`config.mk`:
```
export PLATFORM = sky130hd
export DESIGN_NAME = uart_rx
export DESIGN_NICKNAME = d
export VERILOG_FILES = /design/src/rtl/uart_pkg.sv /design/src/rtl/uart_baud_tick.sv /design/src/rtl/uart_rx.sv
export SDC_FILE = /design/constraint.sdc
export NUM_CORES = 1
export LEC_CHECK = 0
export BUFFER_PORTS_ARGS = -buffer_cell sky130_fd_sc_hd__buf_2
export CORE_UTILIZATION = 52
export DETAILED_ROUTE_END_ITERATION = 8
export PLACE_DENSITY = 0.86
export SKIP_CTS_REPAIR_TIMING = 1
export SYNTH_ARGS = -nofsm -noshare
export SYNTH_HDL_FRONTEND = slang
export SYNTH_SLANG_ARGS = --single-unit
```
`constraint.sdc`:
```
create_clock -name clk -period 2.5 [get_ports clk]
set_clock_uncertainty 0.2 [all_clocks]
set_input_delay 0.125 -clock clk [delete_from_list [all_inputs] [get_ports clk]]
set_output_delay 0.125 -clock clk [all_outputs]
set_load 0.005 [all_outputs]
```
`src/rtl/uart_pkg.sv`:
```
// rtl/uart_pkg.sv - shared UART types, sampling constants and divider helper
package uart_pkg;

    typedef enum logic [1:0] {IDLE, START, DATA, STOP} rx_state_t;

    localparam int         OVERSAMPLE  = 16;
    localparam logic [3:0] MID_SAMPLE  = 4'd7;
    localparam logic [3:0] LAST_SAMPLE = 4'd15;

    function automatic int calc_div(input int clk_hz, input int baud);
        return clk_hz / (baud * OVERSAMPLE);
    endfunction

endpackage

```
`src/rtl/uart_baud_tick.sv`:
```
// rtl/uart_baud_tick.sv - free-running oversample tick, one pulse every DIV clocks
module uart_baud_tick #(
    parameter int DIV = 651
) (
    input  logic clk,
    input  logic reset,
    output logic tick
);

    localparam int CW = (DIV >= 2) ? $clog2(DIV) : 1;
    localparam logic [CW-1:0] LAST = CW'(DIV - 1);

    generate
        if (DIV < 2) begin : g_bad_div
            $error("uart_baud_tick: DIV must be at least 2");
        end
    endgenerate

    logic [CW-1:0] cnt;

    assign tick = (cnt == LAST);

    always_ff @(posedge clk or negedge reset) begin
        if (!reset) begin
            cnt <= '0;
        end else begin
            cnt <= tick ? '0 : cnt + 1'b1;
        end
    end

endmodule

```
`src/rtl/uart_rx.sv`:
```
// rtl/uart_rx.sv - 8N1 receiver, 16x oversampling, ready/ack hold with sticky error flags
module uart_rx #(
    parameter int CLK_HZ     = 100000000,
    parameter int BAUD       = 9600,
    parameter int OVERSAMPLE = 16
) (
    input  logic       clk,
    input  logic       reset,
    input  logic       PC_Uart_rxd,
    input  logic       rd_ack,
    input  logic       err_clr,
    output logic [7:0] rx_data,
    output logic       rx_status,
    output logic       rx_ready,
    output logic       frame_err,
    output logic       overrun
);

    import uart_pkg::*;

    localparam int DIV = calc_div(CLK_HZ, BAUD);

    generate
        if (OVERSAMPLE != 16) begin : g_bad_os
            $error("uart_rx: only 16x oversampling is supported");
        end
    endgenerate

    logic       rxd_m;
    logic       rxd_s;
    logic       tick;
    rx_state_t  state;
    logic [3:0] scnt;
    logic [2:0] bidx;
    logic [7:0] shreg;
    logic       stop_sample;
    logic       deliver;

    uart_baud_tick #(.DIV(DIV)) u_baud_tick (
        .clk   (clk),
        .reset (reset),
        .tick  (tick)
    );

    assign stop_sample = tick && (state == STOP) && (scnt == LAST_SAMPLE);
    assign deliver     = stop_sample && rxd_s;

    always_ff @(posedge clk or negedge reset) begin
        if (!reset) begin
            rxd_m     <= 1'b1;
            rxd_s     <= 1'b1;
            state     <= IDLE;
            scnt      <= '0;
            bidx      <= '0;
            shreg     <= '0;
            rx_data   <= '0;
            rx_status <= 1'b0;
            rx_ready  <= 1'b0;
            frame_err <= 1'b0;
            overrun   <= 1'b0;
        end else begin
            rxd_m     <= PC_Uart_rxd;
            rxd_s     <= rxd_m;
            rx_status <= 1'b0;

            if (tick) begin
                case (state)
                    IDLE: begin
                        if (!rxd_s) begin
                            state <= START;
                            scnt  <= '0;
                        end
                    end
                    START: begin
                        // A start bit that is gone by mid-bit was line noise
                        if (scnt == MID_SAMPLE) begin
                            if (!rxd_s) begin
                                state <= DATA;
                                scnt  <= '0;
                                bidx  <= '0;
                            end else begin
                                state <= IDLE;
                            end
                        end else begin
                            scnt <= scnt + 4'd1;
                        end
                    end
                    DATA: begin
                        if (scnt == LAST_SAMPLE) begin
                            shreg <= {rxd_s, shreg[7:1]};
                            scnt  <= '0;
                            if (bidx == 3'd7) state <= STOP;
                            else              bidx  <= bidx + 3'd1;
                        end else begin
                            scnt <= scnt + 4'd1;
                        end
                    end
                    STOP: begin
                        // Leave at mid-stop so a back-to-back start edge is not missed
                        if (scnt == LAST_SAMPLE) begin
                            state <= IDLE;
                            scnt  <= '0;
                        end else begin
                            scnt <= scnt + 4'd1;
                        end
                    end
                    default: state <= IDLE;
                endcase
            end

            if (err_clr) begin
                frame_err <= 1'b0;
                overrun   <= 1'b0;
            end
            if (stop_sample && !rxd_s) frame_err <= 1'b1;

            if (deliver) begin
                rx_data   <= shreg;
                rx_status <= 1'b1;
                rx_ready  <= 1'b1;
                if (rx_ready && !rd_ack) overrun <= 1'b1;
            end else if (rd_ack) begin
                rx_ready <= 1'b0;
            end
        end
    end

endmodule

```
Word-level counts from Yosys, hierarchy flattened. Cells that the tools add are included.

Bits in registers: 41. Bits of input ports: 5. Output and inout bits: 12.

$add $sub $neg: 3. Eq/ne operators: 14. Multiplexer cells: 25. Reductions and logical operators: 15.

Operator list (number): 2-bit two-way mux (6); 3-bit two-way mux (4); 4-bit two-way mux (3); 2-bit != test, second input constant (6); 4-bit case mux with 3 select lines (1); 6-bit AND reduction (2); 10-bit by 1-bit adder with 10-bit output, second input constant (1); 10-bit == test, second input constant (1); 10-bit two-way mux (1); 1-bit two-way mux (8); 2-bit case mux with 4 select lines (1); 3-bit case mux with 2 select lines (1); 2-bit nonzero test (3); 1-bit logical AND (5); 4-bit by 1-bit adder with 4-bit output, second input constant (1); 2-bit == test, second input constant (2); 4-bit by 3-bit == test with 1-bit output, second input constant (1); 4-bit == test, second input constant (1); 3-bit by 1-bit adder with 3-bit output, second input constant (1); 3-bit == test, second input constant (1); 3-bit AND reduction (1); 2-bit by 1-bit == test with 1-bit output, second input constant (1); 1-bit zero test (2); 2-bit zero test (1); 2 further kinds (2).

Longest topological paths before layout.
Depth in word-level cells: 5. Depth in mapped cells: 8.

By module. A second synthesis with hierarchy kept.

Cells, all modules: 165. Area total of the unflattened synthesis: 2004.4 um^2.

Modules (own cells, without submodules): uart_rx (times used 1, cells an instance 119, area an instance 1491.4 um^2, seq. area each 778.2 um^2); uart_baud_tick (times used 1, cells an instance 46, area an instance 513.0 um^2, seq. area each 250.2 um^2).

Least setup slack after synthesis. Ideal clock, no wire load.

Path type: register to register. Start point: register u_baud_tick.cnt[4]. End point: register rx_data[0]. Setup time: 0.125 ns. Arrival time: 2.230 ns. Data required time: 2.175 ns. Path slack: -0.055 ns. Cell stages (with the launch flop): 7. Path buffers: 2. Period minus slack after synthesis: 2.555 ns. Path through: dfrtp_1 or4b_4 or3_1 buf_6 or3_4 buf_6 mux2_4.

Cells in the longest elaborated chain, start to end: 4.

Ends and longest elaborated chain: start, declared (RTL line uart_baud_tick.sv:19) `logic [CW-1:0] cnt;`; start signal, assigned (RTL line uart_baud_tick.sv:27) `cnt <= tick ? '0 : cnt + 1'b1;`; 10-bit == test (RTL line uart_baud_tick.sv:21) `assign tick = (cnt == LAST);`; 1-bit logical AND (2 in series) (RTL line uart_rx.sv:45) `assign stop_sample = tick && (state == STOP) && (scnt == LAST_SAMPLE);`; 1-bit logical AND (RTL line uart_rx.sv:46) `assign deliver = stop_sample && rxd_s;`; end signal, assigned (RTL line uart_rx.sv:118) `rx_data <= shreg;`; end, declared (RTL line uart_rx.sv:12) `output logic [7:0] rx_data,`.

Every way passes these cells. A chain may end at the register's enable or synchronous reset.

Worst setup path after layout.
Start point: register u_baud_tick.cnt[6]. End point: register shreg[6].

Cells in the longest elaborated chain, start to end: 2.

Ends and longest elaborated chain: 10-bit == test (RTL line uart_baud_tick.sv:21); 3-bit AND reduction (no line); end signal, assigned (RTL line uart_rx.sv:90) `shreg <= {rxd_s, shreg[7:1]};`; end, declared (RTL line uart_rx.sv:35) `logic [7:0] shreg;`.

Every way passes these cells.

==> run summary <==
status: completed
predominant post-synthesis flop cell: dfrtp_1
fillers: 252
start of the worst register-to-register path: u_baud_tick.cnt[6]$_DFF_PN0_
top-count cell post-synth: dfrtp_1
share of layout cells above drive strength 1: 32.4%
non-filler cells, final: 234
Final min period: 2.37 ns
fin. max-slew vios: 0
Vias/cell: 5.63
number of max-cap violations: 0
Avg WL per Cell: 15.4 um
Die Area: 0.00389 mm2
fin util: 65.0%
first-pass GRT wire length: 6.36 mm
Worst-Skew Late Latency: 0.34 ns
r2r worst-path depth: 4
Clock Tree Root: clkbuf_4
Final Cycle Share: 94.9%
H-Tree Level Count: 2
CP Cell Sequence: or4b_4 > or3_4 > nor3_4 > mux2_2
core area: 0.00342 mm2
TNS Setup: 0 ns
crit end category: flip-flop
critical path depth in cells: 4
worst setup path class: reg -> reg
Initial Utilization: 55.5%
cell area after synthesis: 0.00190 mm2
Max IR drop VDD: 0.471 mV
post-synthesis register bit count: 41
crit path DAT: 2.42 ns
FFs w/ async S/R, synth: 100%
Worst Path Buf+Inv: 0
reg2reg setup slack: 0.13 ns
CTS sink count: 41
warning count from the yosys run: 0
initial antenna violation count: 0
Post-Synthesis Cells: 156
Least-Margin Pin Slew: 0.879 ns
clk buf depth: 2
Layout Nets: 197
DR DRC count: 0
Die Y: 62.4 um
antenna fix cells: 0
worst setup path endpoint: shreg[6]$_DFFE_PN0P_
Mean Syn Cell Area: 12.2 um2
EDFF count, synth: 0
GRT Resource Usage Total: 21.2%
Mapped Nets: 166
cell row count: 21
IO Port Bufs: 16
worst slack at placement: 0.0182 ns
cell family with most CP delay: simple AND/OR/NAND/NOR gates
Hold WS: 0.171 ns
Achievable Freq: 421 MHz
dpl hpwl: 2.65 mm
GR Overflow Total: 0
Lkg Pwr: 1.07 nW
HP Class: reg -> reg
clk slew on worst S/H paths: 0.12 ns
vias in the first global route: 1,404
routability congestion estimate: 0.825
slowest cell delay on critical path: 0.56 ns
Seq/Total Area, Yosys: 54.2%
routed vias: 1,317
Pre-antenna DRT Iters: 4
RSZ-0062 raised after global routing: no
launch point of the critical path: u_baud_tick.cnt[6]$_DFF_PN0_
worst setup margin: 0.127 ns
synth cell count leaders: dfrtp_1, mux2_2, nor2_1
Yosys top cell area share: 51.5%
# setup viols final: 0
Placed Cells incl. Taps: 222
count of cell types in the netlist: 43
Worst Setup Start Kind: flip-flop
die width: 62.4 um
peak fanout along the critical path: 8
I/O Pins: 17
Antenna Nets Post-Route: 0
CTS tree: yes
max_slew headroom: 41.4%
largest net degree at the start of global routing: 42
Inserted Clock Buffers: 5
WP data required: 2.54 ns
Post-Route WL: 3.61 mm
DRT iter0 DRCs: 134
FF-to-FF End: shreg[6]$_DFFE_PN0P_
P per Cell Area: 551 mW/mm2
top cell type by total area after synthesis: dfrtp_1
top post-synthesis cells by area: dfrtp_1, mux2_2, ha_1
Layout area overhead: 17.0%
Crit-path slowest cell: or4b_4
final hold violation count: 0
[sequential cells by signal (all words and copies together) (netlist names), named ones only]
name             count
rx_ready             1
bidx                 3
frame_err            1
overrun              1
rx_status            1
state                1
u_baud_tick.cnt     10
scnt                 4
rx_data              8
rxd_m                1
shreg                8
rxd_s                1
[logic make-up (layout without fill, tap and decap cells)]
group,after synthesis,in the layout,synth area share [%]
mux,19,19,11.9
xor+xnor,7,7,3.23
buf+inv,10,42,2.77
fa+ha+maj,5,5,3.30
simple gates,54,54,16.9
flops,41,41,54.2
compound gates,20,20,7.72
[placed cells by master, fill, tap and decap left out, types with 2 or more instances in the layout]
cell            n
and3_1          2
nand3_1         5
buf_2          16
nor2_1         13
nand2b_1        4
o32ai_1         2
and4_1          2
mux2_4          3
or3_4           2
dlygate4sd3_1   4
nand2_1        10
xor2_1          3
nand3b_1        2
o311ai_0        2
bufinv_16       2
mux2_2         16
nor3_1          2
inv_1           5
dfstp_2         2
xnor2_1         4
a22o_1          2
o21ai_0         5
dfrtp_1        39
buf_4           9
a21oi_1         2
ha_1            5
clkbuf_4        5
[per-layer routing]
metal,vias up,part of all wire (%),GRT usage (%)
met5,-,0,0
met3,7,3.2,4.38
met4,0,1.9,10.8
li1,625,-,-
met2,31,52,35.4
met1,654,43,26.1
[final cells by class]
type | instances | area, um2 | share of cell area (%)
Sequential cell | 41 | 1030 | 46.3
Clock buffer | 5 | 37.5 | 1.69
Clock inverter | 3 | 68.8 | 3.10
Multi-Input combinational cell | 105 | 821 | 37.0
Inverter | 5 | 18.8 | 0.846
Timing Repair Buffer | 29 | 188 | 8.46
Tap cell | 46 | 57.6 | 2.59
[metrics by stage]
step	instance area [um2]	total power [mW]
after detailed placement	2070	0.700
after global placement	2070	0.699
after CTS	2170	1.23
after global routing	2220	1.26
after floorplan	1900	0.682
final	2220	1.22
[power breakdown]
part	internal (mW)	switching, mW	leakage (nW)
Sequential	0.666	0.00205	0.552
Clock	0.315	0.216	0.0558
Combinational	0.00774	0.0155	0.466
[worst min-delay path by stage]
stage	start	endpoint	slack, ns	cells past startpoint
2_1_floorplan	reset	asynchronous set/reset pin	-0.37	0
3_3_place_gp	PC_Uart_rxd	rxd_m$_DFF_PN1_	0.03	1
3_5_place_dp	PC_Uart_rxd	rxd_m$_DFF_PN1_	0.04	1
4_1_cts	PC_Uart_rxd	rxd_m$_DFF_PN1_	-0.35	1
5_1_grt	rxd_m$_DFF_PN1_	rxd_s$_DFF_PN1_	0.18	0
6_report	rxd_m$_DFF_PN1_	rxd_s$_DFF_PN1_	0.17	0
(Power assumes the default switching activity.)
